[src/rtl/pacman_sprite_renderer_if.sv]
// Scan, object-state, ROM and pixel-flag bundle between the video/game side and the sprite renderer.
// master = video/game/ROM side, slave = renderer.
interface pacman_sprite_renderer_if;
    logic        frame_clk;
    logic [9:0]  DrawX;
    logic [9:0]  DrawY;
    logic [9:0]  pac_x;
    logic [9:0]  pac_y;
    logic [1:0]  pac_dir;
    logic        pac_moving;
    logic [9:0]  ghost_x;
    logic [9:0]  ghost_y;
    logic [7:0]  open_addr;
    logic [31:0] open_data;
    logic [7:0]  closed_addr;
    logic [31:0] closed_data;
    logic [7:0]  ghost_addr;
    logic [31:0] ghost_data;
    logic        pac_on;
    logic        ghost_on;
    logic        mouth_open;

    modport master (
        output frame_clk, DrawX, DrawY, pac_x, pac_y, pac_dir, pac_moving,
               ghost_x, ghost_y, open_data, closed_data, ghost_data,
        input  open_addr, closed_addr, ghost_addr, pac_on, ghost_on, mouth_open
    );

    modport slave (
        input  frame_clk, DrawX, DrawY, pac_x, pac_y, pac_dir, pac_moving,
               ghost_x, ghost_y, open_data, closed_data, ghost_data,
        output open_addr, closed_addr, ghost_addr, pac_on, ghost_on, mouth_open
    );
endinterface

[src/rtl/pacman_sprite_renderer.sv]
// Per-pixel Pac-Man/ghost sprite hit + ROM bit extraction with per-frame state latch and mouth animation.
// Latency: scan -> ROM address 1 cycle, -> pac_on/ghost_on 2 cycles; no backpressure, 1 pixel/cycle.
module pacman_sprite_renderer #(
    parameter int SPRITE_SIZE = 32,
    parameter int ANIM_PERIOD = 8
) (
    input  logic                     Clk,
    input  logic                     Reset,
    pacman_sprite_renderer_if.slave  bus
);
    localparam logic [10:0] SIZE11    = 11'(SPRITE_SIZE);
    localparam logic [4:0]  COL_MAX   = 5'(SPRITE_SIZE - 1);
    localparam logic [7:0]  ANIM_LAST = 8'(ANIM_PERIOD - 1);

    // frame sync
    logic frame_s1_q, frame_s1_d;
    logic frame_s2_q, frame_s2_d;
    logic frame_s3_q, frame_s3_d;
    logic frame_tick;

    // per-frame shadow state and animation
    logic [9:0] pac_x_q, pac_x_d, pac_y_q, pac_y_d;
    logic [9:0] ghost_x_q, ghost_x_d, ghost_y_q, ghost_y_d;
    logic [1:0] pac_dir_q, pac_dir_d;
    logic       pac_moving_q, pac_moving_d;
    logic [7:0] anim_cnt_q, anim_cnt_d;
    logic       mouth_open_q, mouth_open_d;

    // stage 1
    logic       hit_p_q, hit_p_d, hit_g_q, hit_g_d;
    logic [4:0] col_p_q, col_p_d, col_g_q, col_g_d;
    logic [4:0] row_p_q, row_p_d, row_g_q, row_g_d;
    logic       mouth_s1_q, mouth_s1_d;

    // stage 2
    logic       pac_on_q, pac_on_d, ghost_on_q, ghost_on_d;

    logic [10:0] draw_x11, draw_y11;
    logic [10:0] pac_x11, pac_y11, ghost_x11, ghost_y11;
    logic [31:0] pac_row;

    always_comb begin
        frame_s1_d = bus.frame_clk;
        frame_s2_d = frame_s1_q;
        frame_s3_d = frame_s2_q;
        frame_tick = frame_s2_q & ~frame_s3_q;

        pac_x_d      = pac_x_q;
        pac_y_d      = pac_y_q;
        pac_dir_d    = pac_dir_q;
        pac_moving_d = pac_moving_q;
        ghost_x_d    = ghost_x_q;
        ghost_y_d    = ghost_y_q;
        anim_cnt_d   = anim_cnt_q;
        mouth_open_d = mouth_open_q;

        if (frame_tick) begin
            pac_x_d      = bus.pac_x;
            pac_y_d      = bus.pac_y;
            pac_dir_d    = bus.pac_dir;
            pac_moving_d = bus.pac_moving;
            ghost_x_d    = bus.ghost_x;
            ghost_y_d    = bus.ghost_y;
            // Animation reacts to the motion flag being latched on this same tick.
            if (pac_moving_d) begin
                if (anim_cnt_q == ANIM_LAST) begin
                    anim_cnt_d   = 8'd0;
                    mouth_open_d = ~mouth_open_q;
                end else begin
                    anim_cnt_d   = anim_cnt_q + 8'd1;
                end
            end else begin
                anim_cnt_d   = 8'd0;
                mouth_open_d = 1'b1;
            end
        end

        // 11-bit window ends so objects near x=1023 never wrap to column 0.
        draw_x11  = {1'b0, bus.DrawX};
        draw_y11  = {1'b0, bus.DrawY};
        pac_x11   = {1'b0, pac_x_q};
        pac_y11   = {1'b0, pac_y_q};
        ghost_x11 = {1'b0, ghost_x_q};
        ghost_y11 = {1'b0, ghost_y_q};

        hit_p_d = (draw_x11 >= pac_x11) && (draw_x11 < pac_x11 + SIZE11) &&
                  (draw_y11 >= pac_y11) && (draw_y11 < pac_y11 + SIZE11);
        hit_g_d = (draw_x11 >= ghost_x11) && (draw_x11 < ghost_x11 + SIZE11) &&
                  (draw_y11 >= ghost_y11) && (draw_y11 < ghost_y11 + SIZE11);
        col_p_d    = bus.DrawX[4:0] - pac_x_q[4:0];
        row_p_d    = bus.DrawY[4:0] - pac_y_q[4:0];
        col_g_d    = bus.DrawX[4:0] - ghost_x_q[4:0];
        row_g_d    = bus.DrawY[4:0] - ghost_y_q[4:0];
        mouth_s1_d = mouth_open_q;

        // Column 0 sits in the ROM word's MSB.
        pac_row    = mouth_s1_q ? bus.open_data : bus.closed_data;
        pac_on_d   = hit_p_q & pac_row[COL_MAX - col_p_q];
        ghost_on_d = hit_g_q & bus.ghost_data[COL_MAX - col_g_q];
    end

    always_ff @(posedge Clk or posedge Reset) begin
        if (Reset) begin
            frame_s1_q   <= 1'b0;
            frame_s2_q   <= 1'b0;
            frame_s3_q   <= 1'b0;
            pac_x_q      <= 10'd0;
            pac_y_q      <= 10'd0;
            pac_dir_q    <= 2'd0;
            pac_moving_q <= 1'b0;
            ghost_x_q    <= 10'd0;
            ghost_y_q    <= 10'd0;
            anim_cnt_q   <= 8'd0;
            mouth_open_q <= 1'b1;
            hit_p_q      <= 1'b0;
            hit_g_q      <= 1'b0;
            col_p_q      <= 5'd0;
            col_g_q      <= 5'd0;
            row_p_q      <= 5'd0;
            row_g_q      <= 5'd0;
            mouth_s1_q   <= 1'b1;
            pac_on_q     <= 1'b0;
            ghost_on_q   <= 1'b0;
        end else begin
            frame_s1_q   <= frame_s1_d;
            frame_s2_q   <= frame_s2_d;
            frame_s3_q   <= frame_s3_d;
            pac_x_q      <= pac_x_d;
            pac_y_q      <= pac_y_d;
            pac_dir_q    <= pac_dir_d;
            pac_moving_q <= pac_moving_d;
            ghost_x_q    <= ghost_x_d;
            ghost_y_q    <= ghost_y_d;
            anim_cnt_q   <= anim_cnt_d;
            mouth_open_q <= mouth_open_d;
            hit_p_q      <= hit_p_d;
            hit_g_q      <= hit_g_d;
            col_p_q      <= col_p_d;
            col_g_q      <= col_g_d;
            row_p_q      <= row_p_d;
            row_g_q      <= row_g_d;
            mouth_s1_q   <= mouth_s1_d;
            pac_on_q     <= pac_on_d;
            ghost_on_q   <= ghost_on_d;
        end
    end

    assign bus.open_addr   = {1'b0, pac_dir_q, row_p_q};
    assign bus.closed_addr = {3'b000, row_p_q};
    assign bus.ghost_addr  = {3'b100, row_g_q};
    assign bus.pac_on      = pac_on_q;
    assign bus.ghost_on    = ghost_on_q;
    assign bus.mouth_open  = mouth_open_q;
endmodule

[src/flat_wrapper.sv]
// flat-port wrapper written by rule: the top's interface ports become plain ports
module pacman_sprite_renderer_flat 
#(
    parameter int SPRITE_SIZE = 32,
    parameter int ANIM_PERIOD = 8
)
  (Clk, Reset, bus_frame_clk, bus_DrawX, bus_DrawY, bus_pac_x, bus_pac_y, bus_pac_dir, bus_pac_moving, bus_ghost_x, bus_ghost_y, bus_open_data, bus_closed_data, bus_ghost_data, bus_open_addr, bus_closed_addr, bus_ghost_addr, bus_pac_on, bus_ghost_on, bus_mouth_open);
  pacman_sprite_renderer_if bus_i ();
  input  logic Clk;
  input  logic Reset;
  input wire logic [$bits(bus_i.frame_clk)-1:0] bus_frame_clk;
  input wire logic [$bits(bus_i.DrawX)-1:0] bus_DrawX;
  input wire logic [$bits(bus_i.DrawY)-1:0] bus_DrawY;
  input wire logic [$bits(bus_i.pac_x)-1:0] bus_pac_x;
  input wire logic [$bits(bus_i.pac_y)-1:0] bus_pac_y;
  input wire logic [$bits(bus_i.pac_dir)-1:0] bus_pac_dir;
  input wire logic [$bits(bus_i.pac_moving)-1:0] bus_pac_moving;
  input wire logic [$bits(bus_i.ghost_x)-1:0] bus_ghost_x;
  input wire logic [$bits(bus_i.ghost_y)-1:0] bus_ghost_y;
  input wire logic [$bits(bus_i.open_data)-1:0] bus_open_data;
  input wire logic [$bits(bus_i.closed_data)-1:0] bus_closed_data;
  input wire logic [$bits(bus_i.ghost_data)-1:0] bus_ghost_data;
  output wire logic [$bits(bus_i.open_addr)-1:0] bus_open_addr;
  output wire logic [$bits(bus_i.closed_addr)-1:0] bus_closed_addr;
  output wire logic [$bits(bus_i.ghost_addr)-1:0] bus_ghost_addr;
  output wire logic [$bits(bus_i.pac_on)-1:0] bus_pac_on;
  output wire logic [$bits(bus_i.ghost_on)-1:0] bus_ghost_on;
  output wire logic [$bits(bus_i.mouth_open)-1:0] bus_mouth_open;
  assign bus_i.frame_clk = bus_frame_clk;
  assign bus_i.DrawX = bus_DrawX;
  assign bus_i.DrawY = bus_DrawY;
  assign bus_i.pac_x = bus_pac_x;
  assign bus_i.pac_y = bus_pac_y;
  assign bus_i.pac_dir = bus_pac_dir;
  assign bus_i.pac_moving = bus_pac_moving;
  assign bus_i.ghost_x = bus_ghost_x;
  assign bus_i.ghost_y = bus_ghost_y;
  assign bus_i.open_data = bus_open_data;
  assign bus_i.closed_data = bus_closed_data;
  assign bus_i.ghost_data = bus_ghost_data;
  assign bus_open_addr = bus_i.open_addr;
  assign bus_closed_addr = bus_i.closed_addr;
  assign bus_ghost_addr = bus_i.ghost_addr;
  assign bus_pac_on = bus_i.pac_on;
  assign bus_ghost_on = bus_i.ghost_on;
  assign bus_mouth_open = bus_i.mouth_open;
  pacman_sprite_renderer #(.SPRITE_SIZE(SPRITE_SIZE), .ANIM_PERIOD(ANIM_PERIOD)) u_core (.Clk(Clk), .Reset(Reset), .bus(bus_i));
endmodule
[config.mk]
export PLATFORM = sky130hd
export DESIGN_NAME = pacman_sprite_renderer_flat
export DESIGN_NICKNAME = d
export VERILOG_FILES = /design/src/rtl/pacman_sprite_renderer_if.sv /design/src/rtl/pacman_sprite_renderer.sv /design/src/flat_wrapper.sv
export SDC_FILE = /design/constraint.sdc
export NUM_CORES = 1
export LEC_CHECK = 0
export CAP_MARGIN = 20
export CORE_AREA = 2 2 115 117
export CTS_CLUSTER_SIZE = 28
export DETAILED_ROUTE_END_ITERATION = 7
export DIE_AREA = 0 0 117 119
export PLACE_DENSITY = 0.78
export SKIP_CTS_REPAIR_TIMING = 1
export SLEW_MARGIN = 20
export SYNTH_ARGS = -nofsm -noshare
export SYNTH_HDL_FRONTEND = slang
export SYNTH_SLANG_ARGS = --single-unit
[constraint.sdc]
create_clock -name Clk -period 4.1 [get_ports Clk]
set_input_delay 0.82 -clock Clk [delete_from_list [all_inputs] [get_ports Clk]]
set_output_delay 0.82 -clock Clk [all_outputs]
set_load 0.05 [all_outputs]
Word-level counts from Yosys, hierarchy flattened. Index checks and enable logic that the tools add are counted. Widths: inputs -> output; s select.

Bitwise logic cells: 5. Reduce and logical (&&, ||, !) cells: 7. Add/subtract/negate cells: 11. Multiplexer cells: 9. Equal/unequal tests: 2. Magnitude comparators: 10.

Operator list (number): $add 10x6->11 const B (4); $lt 10x11->1 (4); $ge 10x10->1 (4); $mux 32 (1); $sub 5x5->5 (4); $mux 8 (2); $lt 5x6->1 const B (2); $bmux 1 s5 (2); $sub 5x5->5 const A (2); $add 8x1->8 const B (1); $eq 8x3->1 const B (1); $logic_and 1x1->1 (6); $mux 1 (4); $and 1x1->1 (3); $ne 2x1->1 const B (1); $not 1->1 (2); $reduce_and 2->1 (1).

Bits of input ports: 162. Output and inout bits: 27. Register bits: 79.

Logic depth before layout (Yosys ltp). Gate-level depths: netlist of run 1.

Word-level depth: 5. Depth in mapped cells: 10. Mapped depth without buffers: 10.

Worst setup path after synthesis of run 1. OpenSTA, ideal clock, no wires.

Kind: input port to flip-flop. From: input port bus_DrawX[0]. To: register u_core.hit_g_q. Setup time: 123 ps. Cell stages on the path: 10. Path slack: 1444 ps. Arrival: 2532 ps. Path through: inv_1 > ha_1 > inv_1 > fa_1 > a21o_1 > a21oi_1 > a31oi_1 > or4_1 > a31oi_1 > nor4_1.

Cells in the longest elaborated chain, start to end: 4. Elaborated cells on any way between the ends: 5. Classes of those cells: order compare (2); reduce/logical (3).

Ends and longest elaborated chain: start, declared (RTL line flat_wrapper.sv:12) `input wire logic [$bits(bus_i.DrawX)-1:0] bus_DrawX;`; $lt 10x11->1 / $ge 10x10->1 (equally long branches) (RTL line pacman_sprite_renderer.sv:88) `hit_g_d = (draw_x11 >= ghost_x11) && (draw_x11 < ghost_x11 + SIZE11) &&`; $logic_and 1x1->1 (*) (2 in a row) (RTL line pacman_sprite_renderer.sv:88); $logic_and 1x1->1 (*) (RTL line pacman_sprite_renderer.sv:89) `(draw_y11 >= ghost_y11) && (draw_y11 < ghost_y11 + SIZE11);`; via u_core.hit_g_d (RTL line pacman_sprite_renderer.sv:30) `logic hit_p_q, hit_p_d, hit_g_q, hit_g_d;`; end signal, assigned (RTL line pacman_sprite_renderer.sv:137) `hit_g_q <= hit_g_d;`; end, declared (RTL line pacman_sprite_renderer.sv:30).

The timed path passes the listed nets; every way through them passes the cells marked *. A chain may end at the register's enable or synchronous reset.

Worst setup path in the final report of run 1. Same ends and word-level chain as after synthesis.

==> results of run 1 <==
[metrics by stage]
step | instances | setup WS (ns) | power, mW | hold WS, ns
floorplan | 595 | 1.26 | 1.85 | 0.331
global placement | 924 | 0.906 | 2.22 | 0.340
detailed placement | 924 | 0.838 | 2.26 | 0.340
CTS | 940 | 1.13 | 3.15 | 0.354
global route | 941 | 1.01 | 3.31 | 0.361
finish | 941 | 1.09 | 3.13 | 0.354
[per-layer routing]
metal  vias up  track usage  part of all wire
li1       2395            -                 -
met1      2364        0.247              0.38
met2       189        0.397              0.51
met3        35       0.0611             0.086
met4         0       0.0882             0.030
met5         -            0                 0
[report_power, final]
| part | total [mW] | internal (mW) | leakage, nW | switching (mW) |
|---|---|---|---|---|
| Sequential | 1.05 | 0.907 | 0.966 | 0.148 |
| Clock | 0.872 | 0.550 | 0.160 | 0.322 |
| Combinational | 1.21 | 0.595 | 2.37 | 0.611 |
| Total | 3.13 | 2.05 | 3.49 | 1.08 |
[registers in the layout, indices dropped and copies added, names as in the netlist, 2 cells and up]
| signal | flops |
|---|---|
| u_core.ghost_x_q | 10 |
| u_core.ghost_y_q | 10 |
| u_core.pac_x_q | 10 |
| u_core.pac_y_q | 10 |
| u_core.anim_cnt_q | 8 |
| u_core.col_g_q | 5 |
| u_core.col_p_q | 5 |
| u_core.row_g_q | 5 |
| u_core.row_p_q | 5 |
| u_core.pac_dir_q | 2 |
[layout make-up]
cell class / count / area, um2
clock inverter: 5 / 78.8
clock buffer: 11 / 243
inverter: 61 / 230
multi-input combinational: 424 / 3250
tap: 176 / 220
sequential: 79 / 1980
fill: 1075 / 5010
timing repair buffer: 185 / 1860
[placed cells by master (no fill, tap or decap), drive strengths merged, types with 3 or more instances in the layout]
cell	n
xnor2	18
o21ai	58
mux4	19
clkinv	3
o2111ai	5
nand4	3
fa	4
or4	3
mux2	3
nor2b	13
dfrtp	77
nand2	79
nand2b	6
a21o	7
nor4	3
nor2	17
xor2	5
a21oi	25
and3	4
clkbuf	11
ha	65
a31oi	8
conb	7
inv	61
o21a	4
buf	4
nand3b	3
nand3	19
clkdlybuf4s50	181
nor3	6
mux2i	14
[worst max-delay path by stage]
| stage | from | to | slack [ns] | cells past startpoint |
|---|---|---|---|---|
| 2_1_floorplan | Reset | u_core.anim_cnt_q[0]$_DFFE_PP0P_ | 1.26 | 1 |
| 3_3_place_gp | bus_DrawX[0] | u_core.hit_g_q$_DFF_PP0_ | 0.91 | 11 |
| 3_5_place_dp | bus_DrawX[0] | u_core.hit_g_q$_DFF_PP0_ | 0.84 | 11 |
| 4_1_cts | bus_DrawX[0] | u_core.hit_g_q$_DFF_PP0_ | 1.13 | 11 |
| 5_1_grt | bus_DrawX[0] | u_core.hit_g_q$_DFF_PP0_ | 1.01 | 11 |
| 6_report | bus_DrawX[0] | u_core.hit_g_q$_DFF_PP0_ | 1.09 | 11 |
[kinds of logic (layout without fill, tap and decap cells)]
group,count (synthesis),after routing,share of synthesized area
flops,79,79,0.353
buf+inv,92,262,0.0722
compound gates,127,127,0.135
simple gates,162,162,0.135
xor+xnor,23,23,0.0359
mux,36,36,0.109
other cells,2,7,0.00134
fa+ha+maj,69,69,0.159
==> results_dict.tcl, run 1 <==
set metrics [dict create \
    antenna_found_initial 0 \
    clk_path_buf_depth 2 \
    cp.buffers_inverters 3 \
    utilization 0.611 \
    crit_slowest_cell "or4_1" \
    grt_pass1_wl_mm 24.2 \
    cts_tree "built" \
    synth_edf_count 0 \
    fin_skew_ns 0.00381 \
    critPathLaunchType "input port" \
    numCtsBuffers 9 \
    n_antenna_cell 0 \
    rrSetupSlack_ns 1.57 \
    slowest_delay_ns 0.41 \
    rows 42 \
    clkLatencyLatePin_ns 0.34 \
    min-delay-start "u_core.frame_s1_q$_DFF_PP0_" \
    core_area_um2 12900 \
    setup_viol 0 \
    synth-seq-cells 79 \
    die_w_um 117 \
    nNetsFinal 991 \
    cp_data_arrival_time_ns 3.22 \
    synth_cells 590 \
    synth_area_leader_cell "dfrtp_1" \
    slew_viol_final 0 \
    synth_ff_type "dfrtp_1" \
    die_area_um2 13900 \
    hp-class "reg2reg" \
    top_level_ports 189 \
    power_density_nw_per_um2 398 \
    die_h_um 119 \
    min_period_ns 3.01 \
    critPathTopFamily "compound AO/OA/AOI/OAI gates" \
    end_kind "flop" \
    vias 4983 \
    synth_area_leaders "dfrtp_1, ha_1, mux4_2, nand2_1, o21ai_0" \
    grt_start_max_net_pins 59 \
    syn2layout_area_growth_pct 40.2 \
    io_buffers 181 \
    ant_nets 0 \
    drt_iter0_drc 170 \
    rsz0062_at_grt "no" \
    synth_warnings 0 \
    ys_types 56 \
    via_per_inst 5.30 \
    netlist_area_um2 5610 \
    synth.top_cell.area_share 0.343 \
    crit_chain "clkdlybuf4s50_1, inv_1, ha_1, inv_1, fa_1, a21o_1, a21oi_1, a31oi_1, or4_1, a31oi_1, nor4_1" \
    htreeDepth 3 \
    cts_root_buf "clkbuf_16" \
    peakVddDrop_mv 0.297 \
    gp_congestion 0.829 \
    grtUsageTotal 0.223 \
    r2r_end "u_core.bus.pac_on$_DFF_PP0_" \
    yosys.cell_count.top_type "nand2_1" \
    clock_sinks 79 \
    avgRoutedWirePerCell_um 16.2 \
    hold_depth 0 \
    power.leakage_nw 3.49 \
    cp.required_ns 4.31 \
    max_freq_ghz 0.332 \
    dpl.hpwl_mm 12.3 \
    grt_pass1_vias 5266 \
    synth_seq_area_share 0.353 \
    postPlaceCellArea_um2 7520 \
    finalHoldViolCount 0 \
    status "completed" \
    final_area_um2 7870 \
    syn_area_per_cell_um2 9.51 \
    tightest_slew_ns 0.853 \
    dr.pass1.iters 4 \
    fin_crit_sh 0.735 \
    clk_pin_slew_worst_paths_ns 0.06 \
    drive_above_1_share 0.0601 \
    synthArstFlopShare 1.00 \
    grt_overflow_total 0 \
    route.detailed.drc 0 \
    whs_endpoint "u_core.frame_s2_q$_DFF_PP0_" \
    max_slew_margin 0.431 \
    worstSetupPathType "in2reg" \
    path_max_fanout 2 \
    synth_common_cells "nand2_1, dfrtp_1, ha_1" \
    fin_setup_tns_ns 0 \
    drt_wl_total_mm 15.3 \
    drv_cap 0 \
    reg2reg_depth 6 \
    r2r_start "u_core.col_p_q[0]$_DFF_PP0_" \
    initial_utilization 0.436 \
]
Note: power is estimated with default switching activity, not from simulation.
==> run 2: changes to the inputs <==
--- a/config.mk
+++ b/config.mk
@@ -6,11 +6,11 @@
 export NUM_CORES = 1
 export LEC_CHECK = 0
 export CAP_MARGIN = 20
-export CORE_AREA = 2 2 115 117
+export CORE_AREA = 2 2 119 121
 export CTS_CLUSTER_SIZE = 28
 export DETAILED_ROUTE_END_ITERATION = 7
-export DIE_AREA = 0 0 117 119
-export PLACE_DENSITY = 0.78
+export DIE_AREA = 0 0 121 123
+export PLACE_DENSITY = 0.77
 export SKIP_CTS_REPAIR_TIMING = 1
 export SLEW_MARGIN = 20
 export SYNTH_ARGS = -nofsm -noshare
==> constraint.sdc (replaced) <==
create_clock -name Clk -period 2.49 [get_ports Clk]
set_input_delay 0.498 -clock Clk [delete_from_list [all_inputs] [get_ports Clk]]
set_output_delay 0.498 -clock Clk [all_outputs]
set_load 0.05 [all_outputs]
==> run 2 against run 1 <==
Compared with the run above: critical path depth unchanged; register-to-register slack lost 1.3 ns; cell count rose by 2.9%; setup slack got worse by 1.0 ns; clock skew up 0.0041 ns; via count is 1.3% higher; sequential share of layout area decreased by 0.53 points; global-route usage shrank 1.0 points; critical endpoint unchanged; highest routed layer unchanged.
==> results_dict.tcl, run 2 (synthesized netlist as in run 1, its figures left out) <==
set metrics [dict create \
    layout.cells.most_common_list "clkdlybuf4s50_1, nand2_1, dfrtp_1" \
    p_int_mw 3.33 \
    clkLatencyLatePin_ns 0.34 \
    layout_commonest_cell "clkdlybuf4s50_1" \
    hp-class "reg2reg" \
    die_h_um 123 \
    fill_cells 1107 \
    max_freq_ghz 0.410 \
    cts_tree "built" \
    switching_share 0.353 \
    grt_start_max_net_pins 51 \
    rrSetupSlack_ns 0.28 \
    setup_viol 0 \
    antenna_found_initial 0 \
    pre_cts_ws_ns -0.359 \
    cp_data_arrival_time_ns 2.65 \
    cp.required_ns 2.70 \
    clk_pin_slew_worst_paths_ns 0.06 \
    grt_use_met2 0.384 \
    nNetsFinal 1013 \
    drt_wl_total_mm 15.6 \
    die_w_um 121 \
    core_area_um2 13600 \
    status "completed" \
    slew_viol_final 0 \
    worstSetupStartpoint "bus_DrawX[0]" \
    seqPwrFrac 0.332 \
    dp_cells 951 \
    avgRoutedWirePerCell_um 16.1 \
    vias 5049 \
    route.detailed.drc 0 \
    reg2reg_depth 9 \
    cts_root_buf "clkbuf_16" \
    grt_pass1_vias 5234 \
    io_buffers 181 \
    power.leakage_nw 3.59 \
    peakVddDrop_mv 0.295 \
    numCtsBuffers 9 \
    top_level_ports 189 \
    grt_overflow_total 0 \
    end_kind "flop" \
    max_slew_margin 0.621 \
    fin_skew_ns 0.00793 \
    worstSetupPathType "in2reg" \
    crit_end "u_core.hit_g_q$_DFF_PP0_" \
    r2r_start "u_core.ghost_x_q[0]$_DFFE_PP0P_" \
    grtUsageTotal 0.212 \
    combPwrFrac 0.405 \
    tightest_slew_ns 0.568 \
    rows 43 \
    initial_utilization 0.412 \
    gr-usage-met3 0.0341 \
    finalWorstSetupSlack_ns 0.0535 \
    finalHoldViolCount 0 \
    drv_cap 0 \
    clockPowerShare 0.263 \
    clock_sinks 79 \
    clk_path_buf_depth 2 \
    power_density_nw_per_um2 641 \
    drt_iter0_drc 227 \
    ant_nets 0 \
    drive_above_1_share 0.0915 \
    dpl.hpwl_mm 12.5 \
    grt_pass1_wl_mm 25.1 \
    critPathLaunchType "input port" \
    dr.pass1.iters 4 \
    via_per_inst 5.22 \
    path_max_fanout 2 \
    p_sw_mw 1.82 \
    die_area_um2 14900 \
    gp_congestion 0.828 \
    met1_usage 0.248 \
    r2r_end "u_core.hit_g_q$_DFF_PP0_" \
    syn2layout_area_growth_pct 43.2 \
    fin_crit_sh 0.979 \
    min_period_ns 2.44 \
    final_cells 968 \
    gr-max-usage-layer "met2" \
    htreeDepth 3 \
]
==> run 2: critical path: stages <==
cell and delay [ns]:
clkdlybuf4s50_1 0.40, inv_1 0.08, ha_1 0.17, inv_1 0.06, fa_2 0.35, a21o_1 0.20
a21oi_2 0.16, a31oi_1 0.09, or4_1 0.40, a31oi_1 0.15, nor4_1 0.08
==> run 2: power by group through the flow <==
stage | Combinational [mW] | Sequential (mW) | Clock, mW
5_1_grt | 2.28 | 1.74 | 1.43
6_report | 2.09 | 1.71 | 1.35
3_3_place_gp | 1.99 | 1.72 | 0
2_1_floorplan | 1.23 | 1.82 | 0
4_1_cts | 2.08 | 1.71 | 1.38
3_5_place_dp | 2.06 | 1.74 | 0
==> run 2: cell type report <==
cell class | count | area [um2] | area share
Antenna cell | 1 | 2.50 | 0.000311
Clock buffer | 10 | 239 | 0.0297
Clock inverter | 6 | 70.1 | 0.00872
Inverter | 61 | 233 | 0.0290
Multi-Input combinational cell | 424 | 3270 | 0.407
Sequential cell | 79 | 1980 | 0.246
Tap cell | 180 | 225 | 0.0280
Timing Repair Buffer | 207 | 2020 | 0.251
==> run 2: worst min path at each step <==
stage,slack (ns),depth (start not counted),startpoint,endpoint
global placement,0.34,0,u_core.frame_s1_q$_DFF_PP0_,u_core.frame_s2_q$_DFF_PP0_
CTS,0.36,0,u_core.frame_s1_q$_DFF_PP0_,u_core.frame_s2_q$_DFF_PP0_
detailed placement,0.34,0,u_core.frame_s1_q$_DFF_PP0_,u_core.frame_s2_q$_DFF_PP0_
floorplan,0.33,0,u_core.frame_s1_q$_DFF_PP0_,u_core.frame_s2_q$_DFF_PP0_
finish,0.36,0,u_core.frame_s1_q$_DFF_PP0_,u_core.frame_s2_q$_DFF_PP0_
global route,0.37,0,u_core.frame_s1_q$_DFF_PP0_,u_core.frame_s2_q$_DFF_PP0_
==> run 2: through the flow <==
step                      area (um2)  TNS [ns]  utilization  power (mW)  hold slack (ns)
after global routing            8030  -0.00486        0.590        5.45            0.373
after global placement          7710    -0.359        0.566        3.71            0.340
final                           8040         0        0.590        5.15            0.360
after floorplan                 5630         0            -        3.05            0.331
after detailed placement        7710    -0.437        0.566        3.80            0.342
after CTS                       8020   -0.0281        0.589        5.17            0.361
==> run 2: routing by layer <==
layer,vias to the layer above,part of all wire
li1,2437,-
met1,2408,0.41
met2,173,0.51
met3,31,0.057
met4,0,0.028
met5,-,0
